===== src/rtl/shift_rows_pipe.sv =====
// rtl/shift_rows_pipe.sv - pipelined Rijndael ShiftRows/InvShiftRows with valid/ready streaming
module shift_rows_pipe #(
  parameter int NB          = 4,
  parameter int PIPE_STAGES = 1
) (
  input  logic             clk,
  input  logic             reset_n,
  input  logic             enable,
  input  logic             flush,
  input  logic             in_valid,
  output logic             in_ready,
  input  logic             inv_mode,
  input  logic [32*NB-1:0] data_in,
  output logic             out_valid,
  input  logic             out_ready,
  output logic [32*NB-1:0] data_Shifted,
  output logic             out_inv,
  output logic             done
);
  localparam int W = 32 * NB;

  if (!(NB == 4 || NB == 6 || NB == 8)) begin : g_bad_nb
    $error("shift_rows_pipe: NB must be 4, 6 or 8");
  end
  if (PIPE_STAGES < 1) begin : g_bad_stages
    $error("shift_rows_pipe: PIPE_STAGES must be at least 1");
  end

  logic [W-1:0] w_perm;

  // Byte k sits at row k%4, column k/4; rows 2 and 3 shift one extra column for NB=8.
  for (genvar c = 0; c < NB; c++) begin : g_col
    for (genvar r = 0; r < 4; r++) begin : g_row
      localparam int S  = (NB == 8 && r >= 2) ? r + 1 : r;
      localparam int FS = (c + S) % NB;
      localparam int IS = (c + NB - S) % NB;
      assign w_perm[W-1-8*(4*c+r) -: 8] = inv_mode ? data_in[W-1-8*(4*IS+r) -: 8]
                                                   : data_in[W-1-8*(4*FS+r) -: 8];
    end
  end

  logic [PIPE_STAGES-1:0] r_valid;
  logic [PIPE_STAGES-1:0] r_inv;
  logic [W-1:0]           r_data [PIPE_STAGES];

  logic [PIPE_STAGES-1:0] w_load;
  logic [PIPE_STAGES-1:0] w_src_valid;
  logic [PIPE_STAGES-1:0] w_src_inv;
  logic [W-1:0]           w_src_data [PIPE_STAGES];

  assign w_src_valid[0] = in_valid;
  assign w_src_inv[0]   = inv_mode;
  assign w_src_data[0]  = w_perm;

  for (genvar i = 1; i < PIPE_STAGES; i++) begin : g_src
    assign w_src_valid[i] = r_valid[i-1];
    assign w_src_inv[i]   = r_inv[i-1];
    assign w_src_data[i]  = r_data[i-1];
  end

  // Unrolled ready chain: a stage may load if any stage from it onward is empty or the output drains.
  for (genvar i = 0; i < PIPE_STAGES; i++) begin : g_load
    assign w_load[i] = enable & (out_ready | ~&r_valid[PIPE_STAGES-1:i]);
  end

  always_ff @(posedge clk or negedge reset_n) begin
    if (!reset_n) begin
      r_valid <= '0;
      r_inv   <= '0;
      for (int i = 0; i < PIPE_STAGES; i++) begin
        r_data[i] <= '0;
      end
    end else if (flush) begin
      r_valid <= '0;
    end else begin
      for (int i = 0; i < PIPE_STAGES; i++) begin
        if (w_load[i]) begin
          r_valid[i] <= w_src_valid[i];
          r_inv[i]   <= w_src_inv[i];
          r_data[i]  <= w_src_data[i];
        end
      end
    end
  end

  assign in_ready     = reset_n & ~flush & w_load[0];
  assign out_valid    = r_valid[PIPE_STAGES-1];
  assign out_inv      = r_inv[PIPE_STAGES-1];
  assign data_Shifted = r_data[PIPE_STAGES-1];
  assign done         = out_valid & out_ready & enable;
endmodule


===== config.mk =====
export PLATFORM = sky130hd
export DESIGN_NAME = shift_rows_pipe
export DESIGN_NICKNAME = d
export VERILOG_FILES = /design/src/rtl/shift_rows_pipe.sv
export SDC_FILE = /design/constraint.sdc
export NUM_CORES = 1
export LEC_CHECK = 0
export BUFFER_PORTS_ARGS = -buffer_cell sky130_fd_sc_hd__buf_2
export CORE_MARGIN = 8
export CORE_UTILIZATION = 25
export CTS_CLUSTER_SIZE = 28
export DETAILED_ROUTE_END_ITERATION = 7
export RECOVER_POWER = 100
export SLEW_MARGIN = 20
export SYNTH_ARGS = -nofsm -noshare
export SYNTH_HDL_FRONTEND = slang
export SYNTH_SLANG_ARGS = --single-unit

===== constraint.sdc =====
create_clock -name clk -period 1.7 [get_ports clk]
set_input_delay 0.425 -clock clk [delete_from_list [all_inputs] [get_ports clk]]
set_output_delay 0.425 -clock clk [all_outputs]
set_load 0.02 [all_outputs]

# Yosys cells after proc, flatten, opt, wreduce, memory -nomap -nowiden

Cells that the tools add are included.

$add $sub $neg: 0
Shift-type cells: 0
Divide/modulo/power cells: 0
Bitwise gates (word level): 7
Magnitude comparators: 0
Reductions and logical operators: 3
Equality and inequality tests: 0
Multiplexer cells: 10
Multipliers: 0

Operators with widths:

| operator           | count |
|---|---|
| $mux W8            | 8 |
| $and A1 B1 Y1      | 5 |
| $mux W1            | 2 |
| $reduce_and A2 Y1  | 1 |
| $reduce_bool A2 Y1 | 1 |
| $logic_not A1 Y1   | 1 |
| $not A1 Y1         | 1 |
| $or A1 B1 Y1       | 1 |

Bits in latches: 0
Input bits: 135
Output and inout port bits: 132
Memories: 0
Register bits: 130
Logic and storage cells: 23
Bits in read-only memories: 0
Bits in writable memories: 0

# Logic depth before layout (Yosys ltp)

Gate-level depths: netlist of run 1.

Word-level depth: 5
Mapped depth: 5

# Worst setup path before layout of run 1

Ideal clock, no wire load.

Path kind: register to output
Start: register r_valid (netlist: out_valid)
End: output in_ready
Cell stages (with the launch flop): 6
Path slack: -156 ps
Arrival time: 1431 ps
Path buffers: 2
Cell sequence: dfrtp_1 -> nor2b_1 -> nor3b_2 -> buf_4 -> buf_6 -> and2_1

Word-level cells in the longest chain between the ends: 4

RTL lines:

| what                             | line | source |
|---|---|---|
| start: declaration               | 42   | `logic [PIPE_STAGES-1:0] r_valid;` |
| start signal: indexed assignment | 78   | `r_valid[i] <= w_src_valid[i];` |
| $logic_not A1 Y1                 | 63   | `assign w_load[i] = enable & (out_ready \| ~&r_valid[PIPE_STAGES-1:i]);` |
| $or A1 B1 Y1                     | 63   |  |
| $and A1 B1 Y1                    | 63   |  |
| $and A1 B1 Y1                    | 86   | `assign in_ready = reset_n & ~flush & w_load[0];` |
| end: declaration                 | 11   | `output logic in_ready,` |

Every way passes these cells.

# Worst setup path in the final report of run 1

Ends and elaborated chain as after synthesis.

==> results of run 1 <==
## per-layer routing
| metal | share of wire | wire (um) | global-route usage |
|---|---|---|---|
| met3 | 0.096 | 1505 | 0.06275 |
| met1 | 0.40 | 6240 | 0.1231 |
| met2 | 0.49 | 7734 | 0.1909 |
| met5 | 0.00083 | 13 | 0 |
| met4 | 0.011 | 166 | 0.02585 |
## layout by cell type, fill, tap and decap left out, drive strengths merged
cell and count:
clkbuf 23, inv 1, mux2 193, nor2 1
diode 1, buf 285, bufinv 3, nor2b 1
nor3b 1, and3 1, clkinvlp 2, a22oi 1
bufbuf 1, clkinv 7, dfrtp 130, and2 1
nand2 1
## cells by family (layout without fill, tap and decap cells)
kind of cell | Yosys count | in the layout | synth area share
AOI/OAI and AO/OA | 1 | 1 | 0.001331
buffers and inverters | 21 | 322 | 0.02994
DFF | 130 | 130 | 0.5766
muxes | 193 | 193 | 0.3852
other | 0 | 1 | 0
and+or+nand+nor | 6 | 6 | 0.006876
## state kept, by name, indices dropped and copies added (netlist names)
signal / cells
data_Shifted: 128
out_valid: 1
out_inv: 1
## power groups by stage
stage          Combinational [mW]  Clock (mW)  Sequential [mW]
6_report                     2.44        3.76             3.89
2_1_floorplan               0.695           0             4.64
5_1_grt                      2.62        4.04             3.97
4_1_cts                      2.47        3.89             3.89
3_3_place_gp                 2.43           0             3.92
3_5_place_dp                 2.45           0             3.94
## cell type report
class	count	area share
clock buffer	19	0.05424
sequential	130	0.3986
multi-input combinational	200	0.2744
antenna	1	0.0003065
timing repair buffer	290	0.2092
tap	285	0.04367
clock inverter	13	0.01961
## critical path, stage by stage (launching register included)
cell and delay (ps):
dfrtp_2 410, nor2b_4 130, nor3b_4 240, buf_12 130
and2_4 130, buf_6 110
## path summary, 6_finish.rpt
kind	start	to	slack, ps	cells after the start
max in group asynchronous	reset_n	data_Shifted[98]	250	3
min in group asynchronous	reset_n	data_Shifted[84]	350	2
min reg2reg	data_Shifted[104]	data_Shifted[104]	480	1
max reg2reg	out_valid	data_Shifted[105]	-110	6
min	data_in[27]	data_Shifted[27]	240	2
max	out_valid	in_ready	-280	5
## per-stage QoR
stage                     setup TNS [ps]  instances  hold slack, ps  setup WS (ps)  total power [mW]
final                              -5703        938           235.7         -281.2             10.08
after global routing              -13590        938           198.7         -371.3             10.62
after CTS                          -6342        935           83.09         -311.6             10.26
after detailed placement           -3102        900           469.1         -73.42             6.390
after global placement             -2435        900           461.2         -56.78             6.354
after floorplan                   -52.84        351           129.4         -52.84             5.336
## what timing repair did
item,4_1_cts,5_1_grt
pin swaps,1,1
gates cloned,1,2
endpoints found under the setup margin,2,119
setup buffers,3,2
gates resized for setup,6,7
==> results.toml, run 1 <==
[run_status]
run_status = "finished with violations"
failed_checks = "negative setup slack"

[finish]
area_of_combinational_cells_with_multiple_inputs_sq_um = 2241
final_design_area_no_fill_sq_um = 8165
post-route-util = 0.3651
design.final.nets = 774
sequential_cell_area_sq_um = 3254
proportion_of_layout_cells_with_a_drive_suffix_above_1 = 0.6917
fillers = 2173
synthesis_to_finish_area_growth_pct = 44.73

[yosys]
syn_inst = 351
synth_largest_type_area_fraction = 0.5766
syn_nets = 486
synthTopCellsByCount = "dfrtp_1, mux2_2, mux2_1"
ys_ff_latch = 130
synth.avg_cell_area_sq_um = 16.07
netlist.top_cell.by_area = "dfrtp_1"
ys_dominant_reg_cell = "dfrtp_1"
portion_of_the_post_synthesis_area_used_by_sequential_elements = 0.5766
netlist_top_cells_area = "dfrtp_1, mux2_2, mux2_1"
netlist-cell-type-count = 14
synth_enable_flop_cells = 0
synth-async-reset-ratio = 1.000
synthesis.area_sq_um = 5642
synth.most_common_cell = "dfrtp_1"
count_of_warnings_emitted_by_yosys = 0

[global_routing]
gr-total-overflow = 0
initial_antenna_violation_count = 2
groute.usage.overall = 0.1133
via_count_of_the_first_global_routing_pass = 4377
grt_max_degree = 88
first_pass_grt_wire_length_um = 24900

[min_path]
hold_path.class = "in2reg"

[cts]
cts_hold_repair.buffers = 0
tritoncts_clock_tree = "done"
insertion_delay_ps = 400
numCtsBuffers = 17
cts_num_sinks = 130
htree_levels = 4
cts.reportedPaths.clkPinSlew_ps = 60
cts_root_buf = "clkbuf_16"
cts_max_path_buffers = 2

[floorplanning]
fp.dieArea_sq_um = 27630
io_pins = 267
floorplan.rows = 55
start_util = 0.2523
die_x_um = 166.2
design.core.area_sq_um = 22370
die_h_um = 166.2

[power_and_ir_drop]
seq_power_share = 0.386
total_switching_power_mw = 3.040
p_leak_nw = 3.839
comb_power_share = 0.242
clockPowerShare = 0.372
power_per_cell_area_nw_per_um2 = 1235
switching_share = 0.3014
vdd_ir_drop_max_mv = 0.5896
internal_power_mw = 7.045

[drt]
drc_violations_left = 0
drtPass1Iterations = 5
dr_total_vias = 3951
ant_nets = 0
drt_wl_total_um = 15660
route.detailed.vias_per_inst = 4.212
avgRoutedWirePerCell_um = 16.70
detailedRoute.firstIterationViolations = 154

[timing]
worstMarginPinSlew_ps = 1250
rsz0062_at_grt = "true"
finalWorstSetupSlack_ps = -281.2
final_period_minus_worst_setup_slack_ps = 1981
min_period_over_period = 1.165
maxSlewViolCount = 0
clock_skew_ps = 5.207
final-setup-viol-count = 82
relSlewSlack = 0.1670
report.final.hold_viol_count = 0
fmaxAchievable_mhz = 504.7

[placed_design]
placed_area_sq_um = 7427
globalplace.congestion = 0.7189
io_buffers = 266
dp_hpwl_um = 11680

[setup_path]
critical_path_arrival_ps = 1560
worstSetupStartpointType = "register"
worst_setup_path_end_kind = "primary output"
crit_fanout = 2
required_ps = 1270
crit_path_category = "reg2out"

[job]
timing.max_cap.violations = 0
No activity file was read; power rests on OpenSTA's default activity.
==> run 2, diff against run 1 <==
--- a/config.mk
+++ b/config.mk
@@ -10,6 +10,7 @@
 export CORE_UTILIZATION = 25
 export CTS_CLUSTER_SIZE = 28
 export DETAILED_ROUTE_END_ITERATION = 7
+export GPL_TIMING_DRIVEN = 0
 export RECOVER_POWER = 100
 export SLEW_MARGIN = 20
 export SYNTH_ARGS = -nofsm -noshare
==> run 2 against run 1 <==
The run ends with negative hold slack, negative setup slack left. Global-route usage rose by 2.1 points. Combinational power rose by 11%. Clock skew rose by 7.5 ps. Sequential power rose by 1%. Hold slack got worse by 300 ps. Final cell count rose by 2.0%. Clock power rose by 2%. Design area rose by 5.8%. Critical path depth rose by 1. Die area did not move. Sequential cell count did not move. Worst setup slack got worse by 91 ps. Critical path type unchanged.
==> results.toml, run 2 (synthesis results as in run 1) <==
[cts]
insertion_delay_ps = 410
cts_root_buf = "clkbuf_16"
cts_num_sinks = 130
cts.reportedPaths.clkPinSlew_ps = 60
tritoncts_clock_tree = "done"
cts_max_path_buffers = 2
numCtsBuffers = 17
htree_levels = 4

[timing]
rsz0062_at_grt = "true"
report.final.hold_viol_count = 54
worstMarginPinSlew_ps = 624.6
setup_tns_ps = -16650
fin_hold_ws_ps = -65.78
final_period_minus_worst_setup_slack_ps = 2072
maxSlewViolCount = 0
relSlewSlack = 0.5836
min_period_over_period = 1.219
clock_skew_ps = 12.74
fmaxAchievable_mhz = 482.7
final-setup-viol-count = 91
finalWorstSetupSlack_ps = -371.7

[drt]
detailedRoute.firstIterationViolations = 171
drtPass1Iterations = 4
drc_violations_left = 0
avgRoutedWirePerCell_um = 19.37
dr_total_vias = 4137
route.detailed.vias_per_inst = 4.323
ant_nets = 0
drt_wl_total_um = 18540

[setup_path]
crit_fanout = 4
critical_path_arrival_ps = 1650
worstSetupStartpointType = "register"
reg2reg_from = "out_valid"
ff2ff_setup_slack_ps = -250
crit_path_category = "reg2out"
worst_setup_path_end_kind = "primary output"
worstReg2RegEnd = "data_Shifted[17]"
r2r_cells = 9
required_ps = 1270

[placed_design]
io_buffers = 265
placed_cells_incl_taps = 902
globalplace.congestion = 0.7392
placed_area_sq_um = 7377
dp_hpwl_um = 12530

[power_and_ir_drop]
p_leak_nw = 3.911
clockPowerShare = 0.366
power_per_cell_area_nw_per_um2 = 1215
comb_power_share = 0.259
internal_power_mw = 7.274
vdd_ir_drop_max_mv = 0.5442
switching_share = 0.3072
total_switching_power_mw = 3.225
seq_power_share = 0.375

[finish]
fin_cells = 957
design.final.nets = 793
sequential_cell_area_sq_um = 3254
fillers = 2224
final_common_cell = "buf_2"
final_design_area_no_fill_sq_um = 8640
largest_register_ffs = 128
proportion_of_layout_cells_with_a_drive_suffix_above_1 = 0.5976
most_frequent_cells_in_the_layout = "buf_2, clkbuf_1, dfrtp_1, mux2_2, mux2_4"
synthesis_to_finish_area_growth_pct = 53.14
area_of_combinational_cells_with_multiple_inputs_sq_um = 2555

[floorplanning]
design.core.area_sq_um = 22370
die_h_um = 166.2
fp.dieArea_sq_um = 27630
io_pins = 267
die_x_um = 166.2
floorplan.rows = 55
start_util = 0.2523

[global_routing]
first_pass_grt_wire_length_um = 28590
via_count_of_the_first_global_routing_pass = 4753
grt_max_degree = 67
groute.usage.overall = 0.1341
gr-total-overflow = 0
initial_antenna_violation_count = 2

[min_path]
hold_path.class = "in2async"

[run_status]
failed_checks = "negative hold slack, negative setup slack"
run_status = "finished with violations"

[job]
timing.max_cap.violations = 0
==> run 2: changes by cell type in the layout (fill, tap and decap cells not counted), moves of 10 or more <==
cell | before | now
buf_12 | 6 | 16
buf_2 | 263 | 141
clkbuf_1 | 1 | 131
mux2_1 | 68 | 5
mux2_2 | 125 | 103
mux2_4 | 0 | 85
==> run 2: critical path: stages (launching register included) <==
cell     delay [ps]
dfrtp_2         400
nor2b_4         130
nor3b_4         230
buf_6           150
buf_8            90
and2_4          120
buf_6           110
==> run 2: repair_timing <==
item | CTS | global route
hold endpoints to repair | 60 | 11
setup buffers | 18 | 5
gates cloned | 11 | 0
gates resized for setup | 117 | 24
pin swaps | 1 | 0
endpoints found under the setup margin | 112 | 106
==> run 2: area by class of cell <==
type | count | share of cell area
plain buffers | 17 | 0.02201
diodes | 1 | 0.0002896
multi-input cells | 200 | 0.2957
clock inverters | 12 | 0.01825
clock buffers | 20 | 0.05286
well taps | 285 | 0.04127
repair buffers | 292 | 0.1929
flip-flops and latches | 130 | 0.3767
==> run 2: per-stage QoR <==
stage / hold WS [ps] / power [mW] / setup WS, ps / util
after floorplan: 129.4 / 5.336 / -52.84 / -
after global placement: 461.9 / 6.345 / -2106 / 0.3282
after detailed placement: 403.5 / 6.398 / -376.8 / 0.3298
after CTS: -44.23 / 10.80 / -405.4 / 0.3992
after global routing: -44.62 / 11.04 / -463.2 / 0.3863
final: -65.78 / 10.50 / -371.7 / 0.3863
==> run 2: worst max path at each step <==
stage	startpoint	end	depth (start not counted)
2_1_floorplan	out_valid	in_ready	5
3_3_place_gp	reset_n	in_ready	3
3_5_place_dp	out_ready	in_ready	7
4_1_cts	out_valid	in_ready	6
5_1_grt	out_valid	in_ready	6
6_report	out_valid	in_ready	6
==> run 2: power groups by stage <==
stage               registers, mW  logic, mW  clock network, mW
finish                       3.94       2.72               3.84
detailed placement           3.95       2.45                  0
floorplan                    4.64      0.695                  0
CTS                          3.92       2.94               3.95
global route                 4.01       2.91               4.12
global placement             3.92       2.42                  0
==> run 2: routing by layer <==
metal / part of all wire / global-route usage / vias up
li1: - / - / 1883
met1: 0.42 / 0.1547 / 2066
met2: 0.49 / 0.2227 / 163
met3: 0.078 / 0.05729 / 23
met4: 0.015 / 0.04113 / 2
met5: 0.00070 / 0 / -
